$ cat src/rtl/isp_raw_pattern_gen.sv
// DVP-style Bayer test-pattern source: emits href/vsync/raw frames with programmable
// blanking and four test patterns, for bring-up and self-test without a sensor.
module isp_raw_pattern_gen #(
  parameter int BITS        = 8,
  parameter int WIDTH       = 1280,
  parameter int HEIGHT      = 960,
  parameter int BAYER       = 0,
  parameter int HBLANK      = 160,
  parameter int VSYNC_LINES = 2,
  parameter int VBACK       = 20,
  parameter int VFRONT      = 8
) (
  input  logic            pclk,
  input  logic            rst_n,
  input  logic            enable,
  input  logic [1:0]      pattern,
  input  logic [BITS-1:0] flat_value,
  output logic            out_href,
  output logic            out_vsync,
  output logic [BITS-1:0] out_raw,
  output logic            busy,
  output logic            frame_done,
  output logic [15:0]     frame_cnt
);

  localparam int L           = WIDTH + HBLANK;
  localparam int TOTAL       = VSYNC_LINES + VBACK + HEIGHT + VFRONT;
  localparam int PIX_W       = $clog2(L);
  localparam int LINE_W      = $clog2(TOTAL);
  localparam int BAR_LEN     = WIDTH / 8;
  localparam int SUB_W       = (BAR_LEN > 1) ? $clog2(BAR_LEN) : 1;
  localparam int ACT_FIRST   = VSYNC_LINES + VBACK;
  localparam int FRONT_FIRST = ACT_FIRST + HEIGHT;

  localparam logic [PIX_W-1:0]  PIX_LAST  = PIX_W'(L - 1);
  localparam logic [PIX_W-1:0]  PIX_WIDTH = PIX_W'(WIDTH);
  localparam logic [LINE_W-1:0] LINE_LAST = LINE_W'(TOTAL - 1);
  localparam logic [SUB_W-1:0]  SUB_LAST  = SUB_W'(BAR_LEN - 1);
  localparam logic [1:0]        PHASE     = 2'(BAYER);
  localparam logic [BITS-1:0]   PIX_MAX   = {BITS{1'b1}};

  typedef enum logic [2:0] {
    ST_IDLE,
    ST_VSYNC,
    ST_VBACK,
    ST_ACTIVE,
    ST_VFRONT
  } state_t;

  state_t            state_q, state_d;
  logic [PIX_W-1:0]  pix_q, pix_d;
  logic [LINE_W-1:0] line_q, line_d;
  logic [SUB_W-1:0]  sub_q, sub_d;
  logic [2:0]        bar_q, bar_d;
  logic              start_q, start_d;
  logic [1:0]        pat_q, pat_d;
  logic [BITS-1:0]   flat_q, flat_d;
  logic              frame_start, frame_end;

  logic              href_d;
  logic [BITS-1:0]   raw_d;
  logic [BITS-1:0]   pix_val;
  logic [31:0]       x_ext, y_ext;
  logic [1:0]        idx;
  logic              chan_on;

  // Line-number to region map; zero-length regions simply never match.
  function automatic state_t line_state(input logic [LINE_W-1:0] l);
    if (32'(l) < VSYNC_LINES)      return ST_VSYNC;
    else if (32'(l) < ACT_FIRST)   return ST_VBACK;
    else if (32'(l) < FRONT_FIRST) return ST_ACTIVE;
    else                           return ST_VFRONT;
  endfunction

  // Counters hold the position of the output cycle currently on the pins;
  // outputs are registered from the next position so both update together.
  always_comb begin
    // NOTE: every always_comb target gets a default first, so no path can infer a latch.
    state_d     = state_q;
    pix_d       = pix_q;
    line_d      = line_q;
    sub_d       = sub_q;
    bar_d       = bar_q;
    start_d     = 1'b0;
    pat_d       = pat_q;
    flat_d      = flat_q;
    frame_start = 1'b0;
    frame_end   = 1'b0;

    unique case (state_q)
      ST_IDLE: begin
        // One armed cycle between sampling enable and the first vsync cycle.
        start_d = enable & ~start_q;
        if (start_q) frame_start = 1'b1;
      end
      default: begin
        if (pix_q == PIX_LAST) begin
          pix_d = '0;
          if (line_q == LINE_LAST) begin
            frame_end = 1'b1;
            if (enable) frame_start = 1'b1;
            else        state_d     = ST_IDLE;
          end else begin
            line_d  = line_q + LINE_W'(1);
            state_d = line_state(line_d);
          end
        end else begin
          pix_d = pix_q + PIX_W'(1);
        end
      end
    endcase

    if (frame_start) begin
      state_d = ST_VSYNC;
      pix_d   = '0;
      line_d  = '0;
      pat_d   = pattern;
      flat_d  = flat_value;
    end

    // Colour-bar index tracked incrementally to avoid a divider by WIDTH/8.
    if (pix_d == '0) begin
      sub_d = '0;
      bar_d = '0;
    end else if (sub_q == SUB_LAST) begin
      sub_d = '0;
      bar_d = bar_q + 3'd1;
    end else begin
      sub_d = sub_q + SUB_W'(1);
    end
  end

  always_comb begin
    x_ext   = 32'(pix_d);
    y_ext   = 32'(line_d) - 32'(ACT_FIRST);
    href_d  = (state_d == ST_ACTIVE) && (pix_d < PIX_WIDTH);
    idx     = {y_ext[0], x_ext[0]} ^ PHASE;
    chan_on = 1'b0;
    pix_val = '0;

    unique case (idx)
      2'd0:    chan_on = ~bar_d[1];
      2'd3:    chan_on = ~bar_d[0];
      default: chan_on = ~bar_d[2];
    endcase

    unique case (pat_d)
      2'd0:    pix_val = chan_on ? PIX_MAX : '0;
      2'd1:    pix_val = BITS'(x_ext + y_ext);
      2'd2:    pix_val = flat_d;
      default: pix_val = (x_ext[3] ^ y_ext[3]) ? PIX_MAX : '0;
    endcase

    raw_d = href_d ? pix_val : '0;
  end

  always_ff @(posedge pclk or negedge rst_n) begin
    if (!rst_n) begin
      state_q <= ST_IDLE;
      pix_q   <= '0;
      line_q  <= '0;
      sub_q   <= '0;
      bar_q   <= '0;
      start_q <= 1'b0;
      pat_q   <= '0;
      flat_q  <= '0;
    end else begin
      // NOTE: sequential state uses non-blocking assignments so every register samples pre-edge values.
      state_q <= state_d;
      pix_q   <= pix_d;
      line_q  <= line_d;
      sub_q   <= sub_d;
      bar_q   <= bar_d;
      start_q <= start_d;
      pat_q   <= pat_d;
      flat_q  <= flat_d;
    end
  end

  always_ff @(posedge pclk or negedge rst_n) begin
    if (!rst_n) begin
      out_href   <= 1'b0;
      out_vsync  <= 1'b0;
      out_raw    <= '0;
      busy       <= 1'b0;
      frame_done <= 1'b0;
      frame_cnt  <= '0;
    end else begin
      out_href   <= href_d;
      out_vsync  <= (state_d == ST_VSYNC);
      out_raw    <= raw_d;
      busy       <= (state_d != ST_IDLE);
      frame_done <= frame_end;
      if (frame_end) frame_cnt <= frame_cnt + 16'd1;
    end
  end

endmodule

$ cat config.mk
export PLATFORM = sky130hd
export DESIGN_NAME = isp_raw_pattern_gen
export DESIGN_NICKNAME = d
export VERILOG_FILES = /design/src/rtl/isp_raw_pattern_gen.sv
export SDC_FILE = /design/constraint.sdc
export NUM_CORES = 1
export LEC_CHECK = 0
export ABC_AREA = 1
export BUFFER_PORTS_ARGS = -buffer_cell sky130_fd_sc_hd__buf_4
export CORE_MARGIN = 2
export CORE_UTILIZATION = 60
export DETAILED_ROUTE_END_ITERATION = 8
export PLACE_DENSITY = 0.85
export SLEW_MARGIN = 10
export SYNTH_ARGS = -nofsm -noshare
export SYNTH_HDL_FRONTEND = slang
export SYNTH_SLANG_ARGS = --single-unit
$ cat constraint.sdc
create_clock -name pclk -period 5.7 [get_ports pclk]
set_input_delay 0 -clock pclk [delete_from_list [all_inputs] [get_ports pclk]]
set_output_delay 0 -clock pclk [all_outputs]
set_load 0.02 [all_outputs]
### After elaboration in Yosys (flattened, before gate mapping)

Cells that the tools add are included.
Widths: inputs -> output; s select.

* add/subtract/negate cells: 7
* magnitude comparators: 4
* equality and inequality tests: 8
* mux-type cells: 35
* bitwise gates (word level): 6
* reductions and logical operators: 6

Operator list (count)
* $mux 8: 6
* $mux 10: 4
* $mux 11: 3
* $mux 3: 10
* $pmux 8 s3: 1
* $add 16x1->16 const B: 1
* $add 11x1->11 const B: 1
* $eq 11x11->1 const B: 1
* $logic_not 11->1: 1
* $lt 11x11->1 const B: 1
* $add 10x1->10 const B: 1
* $eq 10x10->1 const B: 1
* $lt 10x10->1 const B: 1
* $lt 10x2->1 const B: 1
* $lt 10x5->1 const B: 1
* $mux 1: 9
* $add 8x1->8 const B: 1
* $add 8x8->8: 1
* $eq 8x8->1 const B: 1
* $sub 8x5->8 const B: 1
* $eq 2x2->1 const B: 2
* $logic_not 2->1: 2
* $not 1->1: 4
* $add 3x1->3 const B: 1
* other kinds (10): 10

* register bits: 74
* word-level logic and storage cells: 80

### Longest topological paths before layout

Gate-level depths: netlist of the first run.

* depth after elaboration: 12
* depth in mapped cells: 29
* mapped depth without buffers: 28

### Worst setup path after synthesis of the first run

OpenSTA, ideal clock, no wires.

* path type: flip-flop to flip-flop
* from: register pix_q[0]
* to: register out_raw[7]
* setup time: 0.119 ns
* data arrival time: 3.151 ns
* path slack: 2.430 ns
* stages on the path, launching flop included: 25
* period minus slack after synthesis: 3.270 ns
* path through: dfrtp_1 -> ha_1 -> nand2_2 -> nor2_2 -> nand3_4 -> nor2_4 -> nand2_1 -> buf_4 -> o22ai_2 -> inv_1 -> o21bai_1 -> a21oi_1 -> xor2_1 -> ha_1 -> a21oi_1 -> o21ai_0 -> a21oi_1 -> nand3b_1 -> nand2_1 -> nand2_1 -> nand2_1 -> nand2_1 -> nand2_1 -> nor2_1 -> nor2_1

* elaborated cells between the ends (all ways): 36

RTL lines
* start: declaration: line 51 `logic [PIX_W-1:0] pix_q, pix_d;`
* start signal: assignment: line 170 `pix_q <= pix_d;`
* $eq 11x11->1 *: line 97 `if (pix_q == PIX_LAST) begin`
* $mux 10 / $mux 1 (equally long branches): line 97
* $mux 10 / $mux 1 (equally long branches): line 90 `unique case (state_q)`
* $mux 10 *: line 113 `if (frame_start) begin`
* via line_d[1]: line 52 `logic [LINE_W-1:0] line_q, line_d;`
* $sub 8x5->8 *: line 135 `y_ext = 32'(line_d) - 32'(ACT_FIRST);`
* parallel branches: the longest is 2 deep, another holds $add 8x8->8
* $pmux 8 s3 *: line 147 `unique case (pat_d)`
* $mux 8 *: line 154 `raw_d = href_d ? pix_val : '0;`
* via raw_d[7]: line 61 `logic [BITS-1:0] raw_d;`
* end signal: assignment: line 191 `out_raw <= raw_d;`
* end: declaration: line 20 `output logic [BITS-1:0] out_raw,`

Mark *: on every way through the listed nets, which the timed path passes.
A chain may end at the register's enable or synchronous reset.

### Final worst setup path of the first run

* from: register state_q[1]
* to: register out_raw[7]

* elaborated cells between the ends (all ways): 34

RTL lines
* start: declaration: line 50 `state_t state_q, state_d;`
* start signal: assignment: line 169 `state_q <= state_d;`
* $logic_not 3->1 *: line 90
* $mux 10 / $mux 1 (equally long branches): line 90
* $mux 10 *: line 113
* via line_d[1]: line 52
* $sub 8x5->8 *: line 135
* parallel branches: the longest is 2 deep, another holds $add 8x8->8
* $pmux 8 s3 *: line 147
* $mux 8 *: line 154
* via raw_d[7]: line 61

Marks and branches as above.

==> results_dict.tcl, run 1 <==
set metrics [dict create \
    place_area_sq_um 4810 \
    fp-row-count 31 \
    drc 0 \
    fillers 550 \
    clk_pin_slew_ns 0.08 \
    stdcell_area_sq_um 5180 \
    tightest_slew_ns 0.893 \
    critPathKind "reg2reg" \
    status "completed" \
    finalWirelength_mm 9.79 \
    grt_util_all_layers 0.253 \
    path_common_cell "nand2_1" \
    grt_max_degree 75 \
    cts_tree "done" \
    synth_ff_type "dfrtp_1" \
    grt_pass1_vias 3685 \
    drtIter0Drc 281 \
    rsz0062_at_grt "no" \
    viasPerCell 5.38 \
    crit_start "state_q[1]" \
    endpoint_kind "flop" \
    synth_seq_cells 74 \
    syn_area_sq_um 4440 \
    drive_gt1_frac 0.180 \
    slew_violations 0 \
    worst_setup_path_start_kind "flop" \
    netlist_instances 546 \
    die_h_um 90.0 \
    grt_pass1_wl_mm 16.6 \
    ioPinCount 41 \
    vias 3801 \
    r2r-end "out_raw[7]" \
    area_growth_pct 16.7 \
    core_area_sq_um 7210 \
    max_cap_violations 0 \
    yosysUniqueCellTypes 47 \
    antenna_found_initial 0 \
    antenna_left 0 \
    finalCriticalPeriod_ns 3.98 \
    clkLatencyLatePin_ns 0.36 \
    cp.required_ns 5.96 \
    drt_pass1_iterations 5 \
    fin_worst_skew_ns 0.00892 \
    cts_made_buffers 9 \
    setup_ws_ns 1.72 \
    die_x_um 90.0 \
    ctsResizeCount 0 \
    synth_warnings 0 \
    dieArea_sq_um 8100 \
    arrival_ns 4.24 \
    max_slew_margin 0.405 \
    initial_core_util 0.615 \
    synth-async-reset-ratio 1.00 \
    p_leak_nw 2.83 \
    slowest_delay_ns 0.40 \
    syn_nets 575 \
    nNetsFinal 631 \
    r2r_setup_slack_ns 1.72 \
    fmax_mhz 251 \
    cts_sinks 74 \
    crit_path_top_delay_cell "dfrtp_1" \
    wire_per_inst_um 13.9 \
    port_buffers 40 \
    htree_levels 3 \
    setup_tns_ns 0 \
    avgSynthCellArea_sq_um 8.13 \
    path_cells "nor2_1 > nand2_2 > inv_1 > nor2_4 > nand2_1 > nand2_1 > o22ai_2 > inv_1 > o21bai_1 > a21oi_1 > xor2_1 > ha_1 > a21oi_1 > o21ai_0 > a21oi_1 > nand3b_1 > nand2_1 > nand2_1 > nand2_1 > nand2_1 > nand2_1 > nor2_1 > nor2_1" \
    grt.overflow.total 0 \
    post_cts_buffers 0 \
    ys_seq_area_frac 0.417 \
    antenna_cells 0 \
    period_share 0.698 \
    r2r_cells 23 \
    cts_max_path_buffers 2 \
    hold_viol_final 0 \
    cts_root_buffer "clkbuf_8" \
    setup_viol 0 \
    hp-class "in2async" \
    powerDensity_nw_per_um2 203 \
    cp_max_fo 16 \
    place.gp.congestion 0.946 \
    reg2reg_from "state_q[1]" \
    dp_hpwl_mm 6.92 \
    ir_drop_mv 0.195 \
    synth_edf_count 0 \
    place_ws_ns 1.80 \
]
[cell usage in the layout, fill, tap and decap left out, types with 15 or more instances in the layout]
cell type / count
buf_4: 40
nand3_1: 39
ha_1: 15
dfrtp_1: 74
nor2_1: 55
o21ai_0: 15
inv_1: 75
nand2_1: 123
a21oi_1: 21
xor2_1: 18
[worst max path at each step]
stage                       to
detailed placement  out_raw[7]
global route        out_raw[7]
finish              out_raw[7]
CTS                 out_raw[7]
global placement    out_raw[7]
floorplan           out_raw[7]
[through the flow]
stage,utilization,power [mW],instances,hold WS [ns]
5_1_grt,0.718,1.09,706,0.416
3_5_place_dp,0.667,0.552,678,0.178
4_1_cts,0.718,1.05,706,0.343
6_report,0.718,1.05,706,0.307
2_1_floorplan,-,0.535,546,-0.296
3_3_place_gp,0.667,0.552,678,0.176
[final cells by class]
class                      instances  area, sq um  area share
multi-input combinational        382         2220       0.429
inverter                          83          317      0.0611
clock buffer                       9          124      0.0239
tap                               99          124      0.0239
sequential                        74         1850       0.357
timing repair buffer              52          420      0.0811
clock inverter                     7          124      0.0239
[cell families (layout without fill, tap and decap cells)]
family | Yosys count | after routing | share of synthesized area
and+or+nand+nor | 280 | 280 | 0.312
buffers and inverters | 90 | 151 | 0.0823
DFF | 74 | 74 | 0.417
AOI/OAI and AO/OA | 53 | 53 | 0.0761
xor gates and xnor gates | 30 | 30 | 0.0592
adders and majority gates | 16 | 16 | 0.0468
muxes | 3 | 3 | 0.00676
[synth_stat cells (all sizes together) (7+ instances only)]
| master | number | area share |
|---|---|---|
| nand2 | 130 | 0.12 |
| inv | 83 | 0.071 |
| dfrtp | 74 | 0.42 |
| nor2 | 66 | 0.070 |
| nand3 | 49 | 0.070 |
| a21oi | 23 | 0.029 |
| o21ai | 22 | 0.031 |
| xor2 | 18 | 0.036 |
| ha | 15 | 0.042 |
| xnor2 | 12 | 0.024 |
| nor3 | 8 | 0.013 |
| nand4 | 7 | 0.0099 |
[routing by layer]
metal  global-route usage  vias up  routed length (um)
met1                0.316     1757                4100
li1                     -     1844                   -
met2                0.424      162                4750
met4                0.114        0                 352
met3               0.0553       38                 591
met5                    0        -                   0
[timing repair]
item / 4_1_cts / 5_1_grt
hold endpoints to repair: 85 / 0
setup endpoints to repair: 0 / 0
hold buffers: 12 / 0
[state kept, by name, summed over array words and instances (netlist names)]
signal and cells:
pix_q 11, line_q 10, pat_q 2, state_q 3, out_href 1, frame_done 1
start_q 1, out_raw 8, bar_q 3, flat_q 8, out_vsync 1, sub_q 8
busy 1, frame_cnt 16
[critical path: cells and delay by family, from the launching register on]
family / cells / cell delay, ns
AOI/OAI and AO/OA: 6 / 1.00
xor gates and xnor gates: 1 / 0.16
adders and majority gates: 1 / 0.32
buffers and inverters: 2 / 0.49
DFF: 1 / 0.40
and+or+nand+nor: 13 / 1.50
[power by group]
group	internal, mW	switching, mW	total [mW]
sequential	0.524	0	0.524
combinational	0.0105	0.0126	0.0231
clock	0.294	0.210	0.504
total	0.829	0.222	1.05
(Power assumes the default switching activity.)
==> inputs of run 2 (changes only) <==
Settings changed: CORE_UTILIZATION 60 to 54, PLACE_DENSITY 0.85 to 0.81.
Clock period 5.7 ns to 3.4 ns, I/O delays scaled along.
==> results_dict.tcl, run 2 (synthesized netlist as in run 1, its figures left out) <==
set metrics [dict create \
    status "completed" \
    setup_tns_ns 0 \
    finalWirelength_mm 10.3 \
    instances_no_fill 752 \
    internal_power_mw 1.18 \
    cp.required_ns 3.64 \
    slew_violations 0 \
    grt_max_degree 75 \
    fmax_mhz 299 \
    switching_power_mw 0.351 \
    drive_gt1_frac 0.270 \
    grt.overflow.total 0 \
    place.gp.congestion 0.943 \
    cts_made_buffers 9 \
    cp_max_fo 7 \
    hold_viol_final 0 \
    area_growth_pct 25.1 \
    cts_tree "done" \
    top_register "frame_cnt" \
    period_share 0.983 \
    grt_pass1_wl_mm 16.6 \
    drtIter0Drc 215 \
    finalCriticalPeriod_ns 3.34 \
    p_sw_frac 0.229 \
    initial_core_util 0.549 \
    antenna_cells 0 \
    stdcell_area_sq_um 5550 \
    grt_pass1_vias 3753 \
    worst_setup_path_start_kind "flop" \
    nNetsFinal 671 \
    powerDensity_nw_per_um2 275 \
    p_seq_frac 0.575 \
    antenna_left 0 \
    vias 3923 \
    fp-row-count 33 \
    die_x_um 94.7 \
    crit_start "pix_q[1]" \
    die_h_um 94.7 \
    largest_register_ffs 16 \
    endpoint_kind "flop" \
    antenna_found_initial 0 \
    drc 0 \
    cts_max_path_buffers 2 \
    grt_util_all_layers 0.236 \
    reg2reg_from "pix_q[1]" \
    fillers 626 \
    clk_pin_slew_ns 0.08 \
    cts_sinks 74 \
    p_leak_nw 2.96 \
    final_common_cell "nand2_1" \
    drt_pass1_iterations 5 \
    hp-class "in2async" \
    dp_hpwl_mm 7.43 \
    final_cell_mix "nand2_1, buf_4, dfrtp_1" \
    place_area_sq_um 5040 \
    viasPerCell 5.22 \
    fin_worst_skew_ns 0.00796 \
    wire_per_inst_um 13.7 \
    critPathKind "reg2reg" \
    placedCellCount 713 \
    cts_root_buffer "clkbuf_8" \
    clkLatencyLatePin_ns 0.35 \
    max_slew_margin 0.383 \
    tightest_slew_ns 0.925 \
    port_buffers 40 \
    pwr-share-clk 0.399 \
    ioPinCount 41 \
    setup_viol 0 \
    core_area_sq_um 8090 \
    dieArea_sq_um 8960 \
    combPwrFrac 0.026 \
    ir_drop_mv 0.148 \
    rsz0062_at_grt "yes" \
    htree_levels 3 \
    arrival_ns 3.58 \
    largestRegisters "frame_cnt: 16 flops, pix_q: 11 flops, line_q: 10 flops" \
    max_cap_violations 0 \
]
[run 2: changes by cell type in the layout (fill, tap and decap cells not counted), sizes merged]
cell	previous run	this run
buf	40	80
inv	85	83
clkbuf	9	11
bufinv	3	0
clkinvlp	1	2
clkinv	1	3
[run 2: path summary, 6_finish.rpt]
path,endpoint,slack (ns),cells after the start
max,out_raw[7],0.06,25
max reg2reg,out_raw[7],0.06,25
min,frame_cnt[12],0.33,2
min reg2reg,start_q,0.47,1
max in group asynchronous,out_raw[4],2.48,2
min in group pclk,flat_q[7],0.41,4
[run 2: metal layers]
layer	up-vias	part of all wire	global-route usage
li1	1927	-	-
met1	1820	0.42	0.295
met3	30	0.049	0.0423
met2	146	0.50	0.404
met5	-	0	0
met4	0	0.032	0.0966
[run 2: cell type report]
cell class / count / area, sq um / area share
multi-input cells: 382 / 2350 / 0.424
flip-flops and latches: 74 / 1850 / 0.334
repair buffers: 92 / 724 / 0.130
inverters: 83 / 319 / 0.0575
clock buffers: 11 / 141 / 0.0255
well taps: 105 / 131 / 0.0237
clock inverters: 5 / 30.0 / 0.00541
[run 2: metrics by stage]
stage | hold WS, ns | power [mW] | utilization | worst slack [ns]
floorplan | -0.296 | 0.897 | - | 0.130
global placement | 0.190 | 0.926 | 0.623 | 0.0551
detailed placement | 0.194 | 0.926 | 0.623 | -0.0578
CTS | 0.366 | 1.54 | 0.660 | 0.0100
global route | 0.420 | 1.58 | 0.686 | -0.254
finish | 0.335 | 1.53 | 0.686 | 0.0565
[run 2: power by group through the flow]
stage	sequential [mW]	clock (mW)	combinational (mW)
5_1_grt	0.879	0.657	0.0449
6_report	0.879	0.611	0.0392
3_3_place_gp	0.897	0	0.0291
4_1_cts	0.879	0.622	0.0404
2_1_floorplan	0.897	0	0.0000701
3_5_place_dp	0.897	0	0.0295
[run 2: timing repair]
action,4_1_cts,5_1_grt
endpoints found under the setup margin,2,5
gates resized for setup,3,36
hold endpoints to repair,85,0
pin swaps,0,18
hold buffers,12,0
buffers inserted,0,11
[run 2: worst max-delay path: stages, from the launching register on]
cell	delay, ns
dfrtp_1	0.37
ha_2	0.19
nand2_2	0.08
nor2_4	0.14
nand3_4	0.11
buf_4	0.16
a21oi_4	0.21
nand2_8	0.11
nand2_4	0.09
o22ai_4	0.08
ha_2	0.17
inv_1	0.07
nand3_1	0.11
nand3_1	0.15
nand2_2	0.09
ha_4	0.28
nand2_1	0.07
o21ai_1	0.13
a21oi_1	0.06
nand3b_1	0.18
nand3_1	0.10
nand2_1	0.05
nand2_1	0.05
nand2_1	0.04
nor2_1	0.08
nor2_1	0.05
